<file path="src/rtl/mprj_io_serial_loader_pkg.sv">
// Shared constants for the pad-configuration serial loader.
// The loader's FSM state width and the divider width are also defined here.
package mprj_io_serial_loader_pkg;

    localparam int MPRJ_IO_PADS  = 38;
    localparam int GPIO_CFG_BITS = 13;
    localparam int DEF_CLK_DIV   = 2;

    localparam int STATE_W = 3;
    localparam int DIV_W   = 8;

endpackage

</file>
<file path="src/rtl/mprj_io_serial_loader_tick_gen.sv">
// Serial-clock phase timer: emits a one-cycle tick every CLK_DIV cycles while enabled.
// While held, the counter stays parked at its reload value, so every phase starts with a full count.
module serial_tick_gen
    import mprj_io_serial_loader_pkg::*;
#(
    parameter int CLK_DIV = DEF_CLK_DIV
) (
    input  logic i_clk,
    input  logic i_rst,
    input  logic i_hold,
    output logic o_tick
);

    localparam logic [DIV_W-1:0] RELOAD = DIV_W'(CLK_DIV - 1);

    logic [DIV_W-1:0] r_cnt;

    always_ff @(posedge i_clk) begin
        if (i_rst || i_hold) begin
            r_cnt <= RELOAD;
        end else if (r_cnt == '0) begin
            r_cnt <= RELOAD;
        end else begin
            r_cnt <= r_cnt - DIV_W'(1);
        end
    end

    assign o_tick = !i_hold && (r_cnt == '0);

endmodule

</file>
<file path="src/rtl/mprj_io_serial_loader.sv">
// Walks the per-pad configuration words and shifts them MSB-first into the pad chain,
// last pad first, then pulses a common load strobe.
module mprj_io_serial_loader
    import mprj_io_serial_loader_pkg::*;
#(
    parameter int PADS     = MPRJ_IO_PADS,
    parameter int CFG_BITS = GPIO_CFG_BITS,
    parameter int CLK_DIV  = DEF_CLK_DIV
) (
    input  logic                       wb_clk_i,
    input  logic                       wb_rst_i,
    input  logic                       start_i,
    output logic                       busy_o,
    output logic                       done_o,
    output logic [$clog2(PADS)-1:0]    cfg_idx_o,
    input  logic [CFG_BITS-1:0]        cfg_dat_i,
    output logic                       serial_clock_o,
    output logic                       serial_data_o,
    output logic                       serial_load_o,
    output logic                       serial_resetn_o,
    output logic [STATE_W-1:0]         dbg_state_o
);

    localparam int PW = $clog2(PADS);
    localparam int BW = $clog2(CFG_BITS);

    localparam logic [STATE_W-1:0] S_IDLE     = 3'd0;
    localparam logic [STATE_W-1:0] S_FETCH    = 3'd1;
    localparam logic [STATE_W-1:0] S_SHIFT_LO = 3'd2;
    localparam logic [STATE_W-1:0] S_SHIFT_HI = 3'd3;
    localparam logic [STATE_W-1:0] S_LOAD     = 3'd4;
    localparam logic [STATE_W-1:0] S_DONE     = 3'd5;

    logic [STATE_W-1:0]  r_state;
    logic [STATE_W-1:0]  w_next;
    logic [PW-1:0]       r_pad;
    logic [BW-1:0]       r_bit;
    logic [CFG_BITS-1:0] r_sr;
    logic                r_fresh;
    logic                r_sdo;
    logic                r_resetn;
    logic                w_sdo;
    logic                w_tick;
    logic                w_hold;

    assign w_hold = wb_rst_i || (r_state == S_IDLE) || (r_state == S_FETCH) || (r_state == S_DONE);

    serial_tick_gen #(.CLK_DIV(CLK_DIV)) u_tick_gen (
        .i_clk  (wb_clk_i),
        .i_rst  (wb_rst_i),
        .i_hold (w_hold),
        .o_tick (w_tick)
    );

    always_ff @(posedge wb_clk_i) begin
        if (wb_rst_i) begin
            r_state  <= S_IDLE;
            r_pad    <= '0;
            r_bit    <= '0;
            r_sr     <= '0;
            r_fresh  <= 1'b0;
            r_sdo    <= 1'b0;
            r_resetn <= 1'b0;
        end else begin
            r_state  <= w_next;
            r_resetn <= 1'b1;
            r_sdo    <= w_sdo;
            // Read data arrives the cycle after FETCH; latch it at the end of that cycle.
            r_fresh  <= (r_state == S_FETCH);
            if (r_fresh) begin
                r_sr <= cfg_dat_i;
            end
            case (r_state)
                S_IDLE: begin
                    if (start_i) begin
                        r_pad <= PW'(PADS - 1);
                        r_bit <= BW'(CFG_BITS - 1);
                    end
                end
                S_SHIFT_HI: begin
                    if (w_tick) begin
                        if (r_bit != '0) begin
                            r_bit <= r_bit - BW'(1);
                        end else if (r_pad != '0) begin
                            r_pad <= r_pad - PW'(1);
                            r_bit <= BW'(CFG_BITS - 1);
                        end
                    end
                end
                default: ;
            endcase
        end
    end

    always_comb begin
        w_next = r_state;
        case (r_state)
            S_IDLE:     if (start_i) w_next = S_FETCH;
            S_FETCH:    w_next = S_SHIFT_LO;
            S_SHIFT_LO: if (w_tick) w_next = S_SHIFT_HI;
            S_SHIFT_HI: begin
                if (w_tick) begin
                    if (r_bit != '0)      w_next = S_SHIFT_LO;
                    else if (r_pad != '0) w_next = S_FETCH;
                    else                  w_next = S_LOAD;
                end
            end
            S_LOAD:     if (w_tick) w_next = S_DONE;
            S_DONE:     w_next = S_IDLE;
            default:    w_next = S_IDLE;
        endcase
    end

    // Data may only move at the start of SHIFT_LO; everywhere else it is held or forced low.
    always_comb begin
        busy_o         = (r_state != S_IDLE);
        done_o         = (r_state == S_DONE);
        serial_clock_o = (r_state == S_SHIFT_HI);
        serial_load_o  = (r_state == S_LOAD);
        w_sdo          = r_sdo;
        case (r_state)
            S_SHIFT_LO:             w_sdo = r_fresh ? cfg_dat_i[r_bit] : r_sr[r_bit];
            S_IDLE, S_LOAD, S_DONE: w_sdo = 1'b0;
            default: ;
        endcase
        serial_data_o = w_sdo;
    end

    assign cfg_idx_o       = r_pad;
    assign serial_resetn_o = r_resetn;
    assign dbg_state_o     = r_state;

endmodule
</file>
<file path="config.mk">
export PLATFORM = sky130hd
export DESIGN_NAME = mprj_io_serial_loader
export DESIGN_NICKNAME = d
export VERILOG_FILES = /design/src/rtl/mprj_io_serial_loader_pkg.sv /design/src/rtl/mprj_io_serial_loader_tick_gen.sv /design/src/rtl/mprj_io_serial_loader.sv
export SDC_FILE = /design/constraint.sdc
export NUM_CORES = 1
export LEC_CHECK = 0
export BUFFER_PORTS_ARGS = -buffer_cell sky130_fd_sc_hd__buf_4
export CAP_MARGIN = 20
export CORE_ASPECT_RATIO = 1.2
export CORE_MARGIN = 2
export CORE_UTILIZATION = 25
export CTS_CLUSTER_SIZE = 12
export DETAILED_ROUTE_END_ITERATION = 10
export SLEW_MARGIN = 20
export SYNTH_ARGS = -nofsm -noshare
export SYNTH_HDL_FRONTEND = slang
export SYNTH_SLANG_ARGS = --single-unit
</file>
<file path="constraint.sdc">
create_clock -name wb_clk_i -period 2.16 [get_ports wb_clk_i]
set_input_delay 0.324 -clock wb_clk_i [delete_from_list [all_inputs] [get_ports wb_clk_i]]
set_output_delay 0.324 -clock wb_clk_i [all_outputs]
set_load 0.01 [all_outputs]
</file>
# [Yosys cells after proc, flatten, opt, wreduce, memory -nomap -nowiden]
# Index checks and enable logic that the tools add are counted.
[totals] reg_bits=37 input_bits=16 out_inout_bits=15
[classes] n_addsub=3 order_cmp=1 eq_ne=12 muxes=24 reduce_logical=17
[ops] op="6-bit two-way mux" count=4
[ops] op="3-bit two-way mux" count=6
[ops] op="4-bit two-way mux" count=4
[ops] op="3-bit one-hot mux with 5 select lines" count=1
[ops] op="6-bit one-hot mux with 2 select lines" count=1
[ops] op="1-bit binary-select mux with 4-bit select" count=2
[ops] op="8-bit zero test" count=1
[ops] op="2-bit by 1-bit inequality test with 1-bit output (second input constant)" count=4
[ops] op="4-bit one-hot mux with 2 select lines" count=1
[ops] op="4-bit AND reduction" count=2
[ops] op="8-bit by 1-bit subtractor with 8-bit output (second input constant)" count=1
[ops] op="3-bit by 2-bit == test with 1-bit output (second input constant)" count=2
[ops] op="3-bit == test (second input constant)" count=2
[ops] op="6-bit nonzero test" count=1
[ops] op="6-bit by 1-bit subtractor with 6-bit output (second input constant)" count=1
[ops] op="4-bit by 5-bit < comparator with 1-bit output (second input constant)" count=1
[ops] op="5-bit AND reduction" count=1
[ops] op="1-bit logical OR" count=4
[ops] op="1-bit two-way mux" count=4
[ops] op="2-bit inequality test (second input constant)" count=2
[ops] op="4-bit nonzero test" count=1
[ops] op="4-bit by 1-bit subtractor with 4-bit output (second input constant)" count=1
[ops] op="3-bit by 1-bit == test with 1-bit output (second input constant)" count=1
[ops] op="3-bit zero test" count=1
[ops] op="8 further kinds" count=8

# [Logic depth before layout (Yosys ltp)]
# Gate-level depths: netlist of the first run.
[logic_depth] depth_word=8 mapped_depth=9 depth_no_buf=7

# [By module]
# From an unflattened synthesis of the first run, not the netlist that was laid out.
[hier_totals] hier_cells=213 area_unflattened_um2=1939.4
[by_module_without_submodules] module="mprj_io_serial_loader" instances=1 cells_each=172 area_each_um2=1567.8 seq_area_each_um2=580.6
[by_module_without_submodules] module="serial_tick_gen" instances=1 cells_each=41 area_each_um2=371.6 seq_area_each_um2=160.2

# [Worst setup path after synthesis of the first run]
# No wires, ideal clock.
[synth_timing] path_type="register -> register" start="reg r_bit[0]" end="reg r_pad[3] (netlist: cfg_idx_o[3])" setup_time_ns=0.070 arrival_time_ns=2.063 slack_ns=0.028 path_stages_with_launch=10 synth_period_minus_slack_ns=2.132 path_cell_list="dfxtp_1 clkbuf_1 inv_1 ha_1 or3b_4 a211oi_2 o211ai_2 buf_6 or3_1 a21oi_1"
[synth_between] elab_chain_len=3
[synth_lines] item="from (decl)" line_no="mprj_io_serial_loader.sv:37" source="logic [BW-1:0] r_bit;"
[synth_lines] item="from (signal assigned)" line_no="mprj_io_serial_loader.sv:77" source="r_bit <= BW'(CFG_BITS - 1);"
[synth_lines] item="from (signal assigned)" line_no="mprj_io_serial_loader.sv:83" source="r_bit <= r_bit - BW'(1);"
[synth_lines] item="from (signal assigned)" line_no="mprj_io_serial_loader.sv:86" source="r_bit <= BW'(CFG_BITS - 1);"
[synth_lines] item="4-bit nonzero test" line_no="mprj_io_serial_loader.sv:82" source="if (r_bit != '0) begin"
[synth_lines] item="2-bit inequality test (no line)"
[synth_lines] item="5-bit AND reduction (no line)"
[synth_lines] item="to (signal assigned)" line_no="mprj_io_serial_loader.sv:76" source="r_pad <= PW'(PADS - 1);"
[synth_lines] item="to (signal assigned)" line_no="mprj_io_serial_loader.sv:85" source="r_pad <= r_pad - PW'(1);"
[synth_lines] item="to (decl)" line_no="mprj_io_serial_loader.sv:36" source="logic [PW-1:0] r_pad;"
# No other way between the ends.
# A chain may end at the register's enable or synchronous reset.

# [Final worst setup path of the first run]
[layout_timing] start="reg r_bit[3]" end="out serial_data_o"
[layout_between] elab_chain_len=4 elab_cells_between_ends=6
[layout_lines] item="1-bit binary-select mux with 4-bit select" line_no="mprj_io_serial_loader.sv:122" source="S_SHIFT_LO: w_sdo = r_fresh ? cfg_dat_i[r_bit] : r_sr[r_bit];"
[layout_lines] item="1-bit two-way mux (implied by the code)" line_no="mprj_io_serial_loader.sv:122"
[layout_lines] item="1-bit two-way mux (*)" line_no="mprj_io_serial_loader.sv:122"
[layout_lines] item="1-bit one-hot mux with 2 select lines (*)" line_no="mprj_io_serial_loader.sv:121" source="case (r_state)"
[layout_lines] item="to (decl)" line_no="mprj_io_serial_loader.sv:18" source="output logic serial_data_o,"
# Every way passes the cells marked *; elsewhere a longest branch is shown, timed or not. The select of a mux whose other input is x is not followed.

==> metrics.md, run 1 <==
| Metric | Value |
|---|---|
| Status | `finished, violations left` |
| Failing checks | `setup timing` |
| Final worst slack | `-4.11 ps` |
| Crit path DAT | `between 1500 and 2000 ps` |
| LEAKAGE | `~0.97 nW` |
| Synth area leaders | `dfxtp_1 (38%), mux2i_1 (7.7%), nor2_1 (4.6%), mux4_2 (3.5%), ha_1 (3.2%)` |
| First-pass GRT wire length | `around 7.6 mm` |
| Core Rows | `35` |
| Worst setup EP type | `output pin` |
| Area leader, netlist | `dfxtp_1` |
| Initial core utilization | `25.6%` |
| Fin crit share | `100%` |
| Die width | `84.7 um` |
| Switch Pwr | `between 1 and 1.5 mW` |
| Die height | `approximately 100 um` |
| Crit path launch type | `flop` |
| Max frequency | `roughly 460 MHz` |
| Worst path required time | `1840 ps` |
| Ports | `31` |
| Die footprint | `8530 sq um` |
| Gr usage total | `11.2%` |
| Reg power frac | `35.2%` |
| Drt first pass iters | `4` |
| Int Power | `1.84 mW` |
| Num CTS Buffers | `5` |
| Crit path max fanout | `8` |
| Design Power | `between 2 and 3 mW` |
| Tightest Hold Check Type | `primary input to flop` |
| DRC viols | `0` |
| Vias after detailed routing | `roughly 1.7k` |
| Max_slew headroom | `59.3%` |
| Final ANT Viol Nets | `0` |
| Max-cap viol count | `0` |
| Hpwl dp | `3.38 mm` |
| Sequential area share after synthesis | `37.9%` |
| Number of I/O port buffers | `30` |
| Synth cell count leaders | `dfxtp_1 (37), nor2_1 (24), mux2i_1 (15)` |
| CP Class | `flop to output pin` |
| VDD IR max | `0.407 mV` |
| Mapped Cells | `209` |
| Diodes inserted | `0` |
| Worst-margin pin slew | `between 600 and 700 ps` |
| Remaining global-route overflow | `0` |
| Number of nets in the layout | `270` |
| Synthesized flop and latch total | `37` |
| CTS root buf | `clkbuf_8` |
| Synth Net Count | `230` |
| Post-Route WL | `4.56 mm` |
| Most frequent cell after synthesis | `dfxtp_1` |
| CTS H-tree lvls | `2` |
| Comb power frac | `44.3%` |
| Synth warn | `0` |
| Area of the core | `7620 sq um` |
| Synthesized area | `slightly below 2000 sq um` |
| Pre-CTS WS | `47.2 ps` |
| Async SR Flop Fraction | `0%` |
| Synth unique cells | `50` |
| Gpl congestion | `0.753` |
| Final Max Slew Viols | `0` |
| Avg Synthesized Cell Area | `between 9 and 10 sq um` |
| Period minus WS final | `2160 ps` |
| Largest net degree at the start of global routing | `25` |
| Vias in the first global route | `1,614` |
| DR WL/cell | `13.3 um` |
| Clock share of power | `20.5%` |
| CTS tree | `yes` |
| Antenna violations before repair | `0` |
| Clock latency on the worst-skew pair | `just under 300 ps` |
| Initial DRC Count | `78` |
| Final hold vios | `0` |
| Area share of the largest cell type after synthesis | `37.9%` |
| Clk pin slew, worst setup/hold paths | `~80 ps` |
| Power Dens Cells | `between 1000 and 1500 nW/um^2` |
| Layout cells sized above 1 | `a little under a third` |
| Final setup violation count | `1` |
| RSZ-0062 raised after global routing | `yes` |
| Sw Share | `37.9%` |
| Clock skew | `7.36 ps` |
| Vias per cell | `4.86` |
| Clk sinks | `37` |
| Post-synth EDFFs | `0` |
| Area grow syn2layout | `27.4%` |
| Top FF cell, synth | `dfxtp_1` |
| Clock tree buffer depth | `2` |
## per-layer routing
layer / track usage, % / share of wire (%) / vias up / wire length [um]
met4: 4.76 / 2.1 / 0 / 94
met1: 12.8 / 42 / 787 / 1930
met2: 20.2 / 52 / 37 / 2370
li1: - / - / 832 / -
met5: 0 / 0 / - / 0
met3: 2.21 / 3.8 / 5 / 173
## power groups by stage
stage	registers, mW	clock network, mW	logic (mW)
final	1.04	0.607	1.31
after global routing	1.08	0.649	1.48
after CTS	1.04	0.621	1.29
after detailed placement	1.05	0	1.28
after global placement	1.05	0	1.26
after floorplan	0.954	0	0.959
## repair_timing
action,4_1_cts,5_1_grt
setup endpoints to repair,1,10
hold buffers,0,0
buffers inserted,3,1
gates resized for setup,9,7
pin swaps,0,8
## final cells by class
class | instances | area (sq um)
Fill cell | 827 | 5130
Multi-Input combinational cell | 146 | 1110
Sequential cell | 37 | 748
Timing Repair Buffer | 46 | 353
Tap cell | 92 | 115
Clock buffer | 6 | 72.6
Inverter | 13 | 48.8
Clock inverter | 2 | 38.8
## worst max-delay path: stages (launching register included)
cell and delay (ps):
dfxtp_1 540, mux4_2 380, a22oi_2 170, o211ai_1 100, a41o_1 220, buf_6 130
## sequential cells by signal, summed over array words and instances (netlist names)
signal            count
r_sdo                 1
u_tick_gen.r_cnt      8
r_fresh               1
cfg_idx_o             6
r_sr                 13
dbg_state_o           3
serial_resetn_o       1
r_bit                 4
## per-stage QoR
step | cells | area [sq um] | util (%) | setup TNS, ps | hold WS, ps
after floorplan | 209 | 1950 | - | 0 | 451
after global placement | 330 | 2310 | 30.3 | 0 | 467
after detailed placement | 330 | 2310 | 30.3 | 0 | 478
after CTS | 341 | 2460 | 32.3 | -26.2 | 273
after global routing | 342 | 2490 | 32.6 | -124 | 290
final | 342 | 2490 | 32.6 | -4.11 | 278
## logic make-up (layout without fill, tap and decap cells)
kind of cell             after synthesis  in the layout  share of synthesized area [%]
AND/OR/NAND/NOR                       76             76                           21.5
flip-flops                            37             37                           37.9
multiplexers                          21             21                           14.4
adder cells (fa/ha/maj)                5              5                           3.21
AO/OA/AOI/OAI                         37             37                           13.7
XOR/XNOR                               7              7                           3.14
buffers and inverters                 26             67                           6.09
## worst paths after layout
check,start,endpoint,slack [ps],cells after the start
worst max-delay path,r_bit[3]$_SDFFE_PP0P_,serial_data_o,-4,5
worst min-delay path,cfg_dat_i[9],r_sr[9]$_SDFFE_PP0P_,280,3
worst min register to register,r_sr[12]$_SDFFE_PP0P_,r_sr[12]$_SDFFE_PP0P_,500,2
worst max register to register,r_bit[1]$_SDFFE_PP0P_,cfg_idx_o[2]$_SDFFE_PP0P_,140,8
## cells in the final DEF, fill, tap and decap left out, types with 4 or more instances in the layout
| cell type | n |
|---|---|
| xnor2_1 | 4 |
| nor3_1 | 7 |
| inv_1 | 11 |
| mux4_2 | 5 |
| a21oi_1 | 6 |
| mux2i_1 | 15 |
| dfxtp_1 | 35 |
| nand2_1 | 11 |
| buf_4 | 44 |
| o21ai_0 | 5 |
| ha_1 | 4 |
| clkbuf_8 | 5 |
| nor2_1 | 24 |
| nand3_1 | 4 |
| or3_1 | 7 |
Note: power is estimated with default switching activity, not from simulation.
==> inputs of run 2 (changes only) <==
--- a/config.mk
+++ b/config.mk
@@ -5,7 +5,8 @@
 export SDC_FILE = /design/constraint.sdc
 export NUM_CORES = 1
 export LEC_CHECK = 0
-export BUFFER_PORTS_ARGS = -buffer_cell sky130_fd_sc_hd__buf_4
+export ABC_AREA = 1
+export BUFFER_PORTS_ARGS = -buffer_cell sky130_fd_sc_hd__clkbuf_2
 export CAP_MARGIN = 20
 export CORE_ASPECT_RATIO = 1.2
 export CORE_MARGIN = 2
==> run 2 against run 1 <==
  * The flow now finishes without violations
  * Clock skew rose by 6.8 ps
  * Synthesized area rose by 9.0%
  * Register-to-register slack improved by 240 ps
  * Via count rose by 19%
  * Clock power rose by 5.8%
  * Non-clock buffer count fell by 13
  * Critical path type unchanged
==> metrics.md, run 2 <==
| Metric | Value |
|---|---|
| Status | `complete, no violations` |
| Top FF cell, synth | `dfxtp_1` |
| Final hold vios | `0` |
| Synthesized area | `about 2100 sq um` |
| Reg power frac | `29.4%` |
| Num CTS Buffers | `5` |
| Power Dens Cells | `1420 nW/um^2` |
| Reg-to-Reg Start | `r_bit[0]$_SDFFE_PP0P_` |
| Vias after detailed routing | `1,981` |
| Die height | `105 um` |
| Remaining global-route overflow | `0` |
| CP max-delay cell | `dfxtp_4` |
| Max frequency | `522 MHz` |
| CTS root buf | `clkbuf_8` |
| Clock tree buffer depth | `2` |
| Fill count | `939` |
| Max_slew headroom | `53.5%` |
| Hold path start | `cfg_dat_i[4]` |
| Synth Net Count | `340` |
| Ports | `31` |
| Gpl congestion | `0.817` |
| Die footprint | `9270 sq um` |
| Final Max Slew Viols | `0` |
| Post-Route WL | `4.80 mm` |
| Number of nets in the layout | `approximately 370` |
| Final Cell Area | `2530 sq um` |
| Clock share of power | `17.9%` |
| Fin crit share | `between 80 and 90%` |
| Sw Share | `45.4%` |
| Hpwl dp | `3.61 mm` |
| VDD IR max | `0.730 mV` |
| Reg2Reg Depth | `11` |
| Top delay family on crit path | `simple AND/OR/NAND/NOR gates` |
| Crit path launch type | `flop` |
| Synthesized flop and latch total | `37` |
| Area leader, netlist | `dfxtp_1` |
| CTS Hold Buffers Added | `0` |
| CTS H-tree lvls | `2` |
| Largest net degree at the start of global routing | `22` |
| Pre-CTS WS | `~280 ps` |
| Int Power | `1.96 mW` |
| Vias in the first global route | `between 1.5k and 2k` |
| Commonest non-fill, non-tap cell in the layout | `nand2_1` |
| Diodes inserted | `0` |
| Inst Count DP | `about 460` |
| Max-cap viol count | `0` |
| Number of I/O port buffers | `30` |
| DR WL/cell | `10.3 um` |
| Crit path cell chain | `buf_8 > nor2_1 > nor2_1 > nand2_1 > nand2_1 > nand2_1 > nand2_1 > nand2_1 > nand2_1 > nand3_1 > nand2_1 > clkbuf_2` |
| Area after DPL | `2370 sq um` |
| Mapped Cells | `319` |
| DRC viols | `0` |
| Max reg flops | `13` |
| CP Class | `flop to output pin` |
| Most numerous cell on the critical path | `nand2_1` |
| Clk sinks | `37` |
| Crit path max fanout | `16` |
| Area grow syn2layout | `18.9%` |
| Post-synth EDFFs | `0` |
| Clock latency on the worst-skew pair | `300 ps` |
| Area of the core | `8200 sq um` |
| Hold Path Stages | `3` |
| Layout cells sized above 1 | `19.3%` |
| Die width | `88.2 um` |
| Clock skew | `14.2 ps` |
| Antenna violations before repair | `0` |
| Finished Layout Cells | `between 400 and 500` |
| Worst setup EP type | `output pin` |
| Sequential area share after synthesis | `34.8%` |
| Final setup violation count | `0` |
| Tightest Hold Check Type | `primary input to flop` |
| Clk pin slew, worst setup/hold paths | `around 80 ps` |
| LEAKAGE | `1.17 nW` |
| Synth warn | `0` |
| Vias per cell | `roughly 4.3` |
| Gr usage total | `around 11%` |
| Avg Synthesized Cell Area | `6.67 sq um` |
| Worst path required time | `roughly 1800 ps` |
| Worst Path Buf+Inv | `2` |
| Async SR Flop Fraction | `0%` |
| Top reg by flops | `r_sr` |
| Hold Slack | `269 ps` |
| Max incr delay on CP | `390 ps` |
| Worst-margin pin slew | `690 ps` |
| Period minus WS final | `1920 ps` |
| Initial DRC Count | `67` |
| Comb power frac | `52.7%` |
| CTS tree | `yes` |
| RSZ-0062 raised after global routing | `no` |
| Synth unique cells | `30` |
| Crit path DAT | `about 1600 ps` |
| Synth area leaders | `dfxtp_1 (35%), nand2_1 (14%), nor2_1 (7.4%), a21oi_1 (6.8%), inv_1 (6.7%)` |
| Setup slack, reg-to-reg | `380 ps` |
| Final worst slack | `about 240 ps` |
| First-pass GRT wire length | `around 8.4 mm` |
| Switch Pwr | `between 1.5 and 2 mW` |
| Core Rows | `36` |
| Sum Neg Setup Slack | `0 ps` |
| Most frequent cell after synthesis | `nand2_1` |
| Initial core utilization | `roughly 26%` |
| Final ANT Viol Nets | `0` |
| Most frequent cells in the layout | `nand2_1 (77), nor2_1 (41), inv_1 (37), dfxtp_1 (35), clkbuf_2 (30)` |
| Reg-to-Reg End | `r_bit[3]$_SDFFE_PP0P_` |
| Drt first pass iters | `4` |
| Synth cell count leaders | `nand2_1 (77), nor2_1 (42), inv_1 (38)` |
| Hold worst-path end | `r_sr[4]$_SDFFE_PP0P_` |
| Area share of the largest cell type after synthesis | `a little over a third` |
[run 2: metal layers]
layer / up-vias / wire (um) / global-route usage (%)
li1: 1078 / - / -
met2: 37 / 2240 / 18.2
met3: 6 / 232 / 2.61
met4: 0 / 74 / 4.00
met5: - / 0 / 0
met1: 860 / 2250 / 14.0
[run 2: repair_timing]
item	CTS	global route
resized for setup	1	9
setup endpoints to repair	1	1
setup buffers	0	1
cloned	0	1
[run 2: cell type report]
cell class	count	area, sq um	area share, %
inverter	45	176	6.97
multi-input combinational	228	1150	45.6
timing repair inverter	1	7.51	0.297
timing repair buffer	33	180	7.12
clock buffer	6	82.6	3.26
tap	114	143	5.64
clock inverter	2	37.5	1.48
sequential	37	748	29.6
[run 2: worst max path at each step]
stage	startpoint	slack (ps)	cells after the start	end
CTS	r_bit[1]$_SDFFE_PP0P_	100	11	serial_data_o
global placement	r_bit[1]$_SDFFE_PP0P_	310	10	cfg_idx_o[1]$_SDFFE_PP0P_
detailed placement	r_bit[1]$_SDFFE_PP0P_	280	11	r_bit[3]$_SDFFE_PP0P_
finish	r_bit[0]$_SDFFE_PP0P_	240	12	serial_data_o
global route	r_bit[0]$_SDFFE_PP0P_	3	10	serial_data_o
floorplan	r_bit[0]$_SDFFE_PP0P_	450	11	cfg_idx_o[0]$_SDFFE_PP0P_
[run 2: power by group through the flow]
| stage | Sequential (mW) | Clock [mW] | Combinational, mW |
|---|---|---|---|
| after detailed placement | 1.05 | 0 | 1.86 |
| after global placement | 1.05 | 0 | 1.84 |
| after floorplan | 1.04 | 0 | 1.50 |
| final | 1.06 | 0.642 | 1.90 |
| after global routing | 1.09 | 0.693 | 2.19 |
| after CTS | 1.04 | 0.662 | 1.87 |
[run 2: logic make-up after synthesis]
group / Yosys count / synth area share [%]
DFF: 37 / 34.8
and+or+nand+nor: 168 / 37.0
adders and majority gates: 5 / 2.94
xor gates and xnor gates: 6 / 2.47
buffers and inverters: 54 / 11.1
AOI/OAI and AO/OA: 49 / 11.7
[run 2: worst min-delay path, stage by stage]
cell,delay (ps)
clkbuf_2,80
inv_1,60
a21oi_1,60
[run 2: metrics by stage]
stage	power, mW	util (%)
2_1_floorplan	2.54	-
3_3_place_gp	2.89	28.9
3_5_place_dp	2.91	28.9
4_1_cts	3.57	30.4
5_1_grt	3.97	30.9
6_report	3.59	30.9
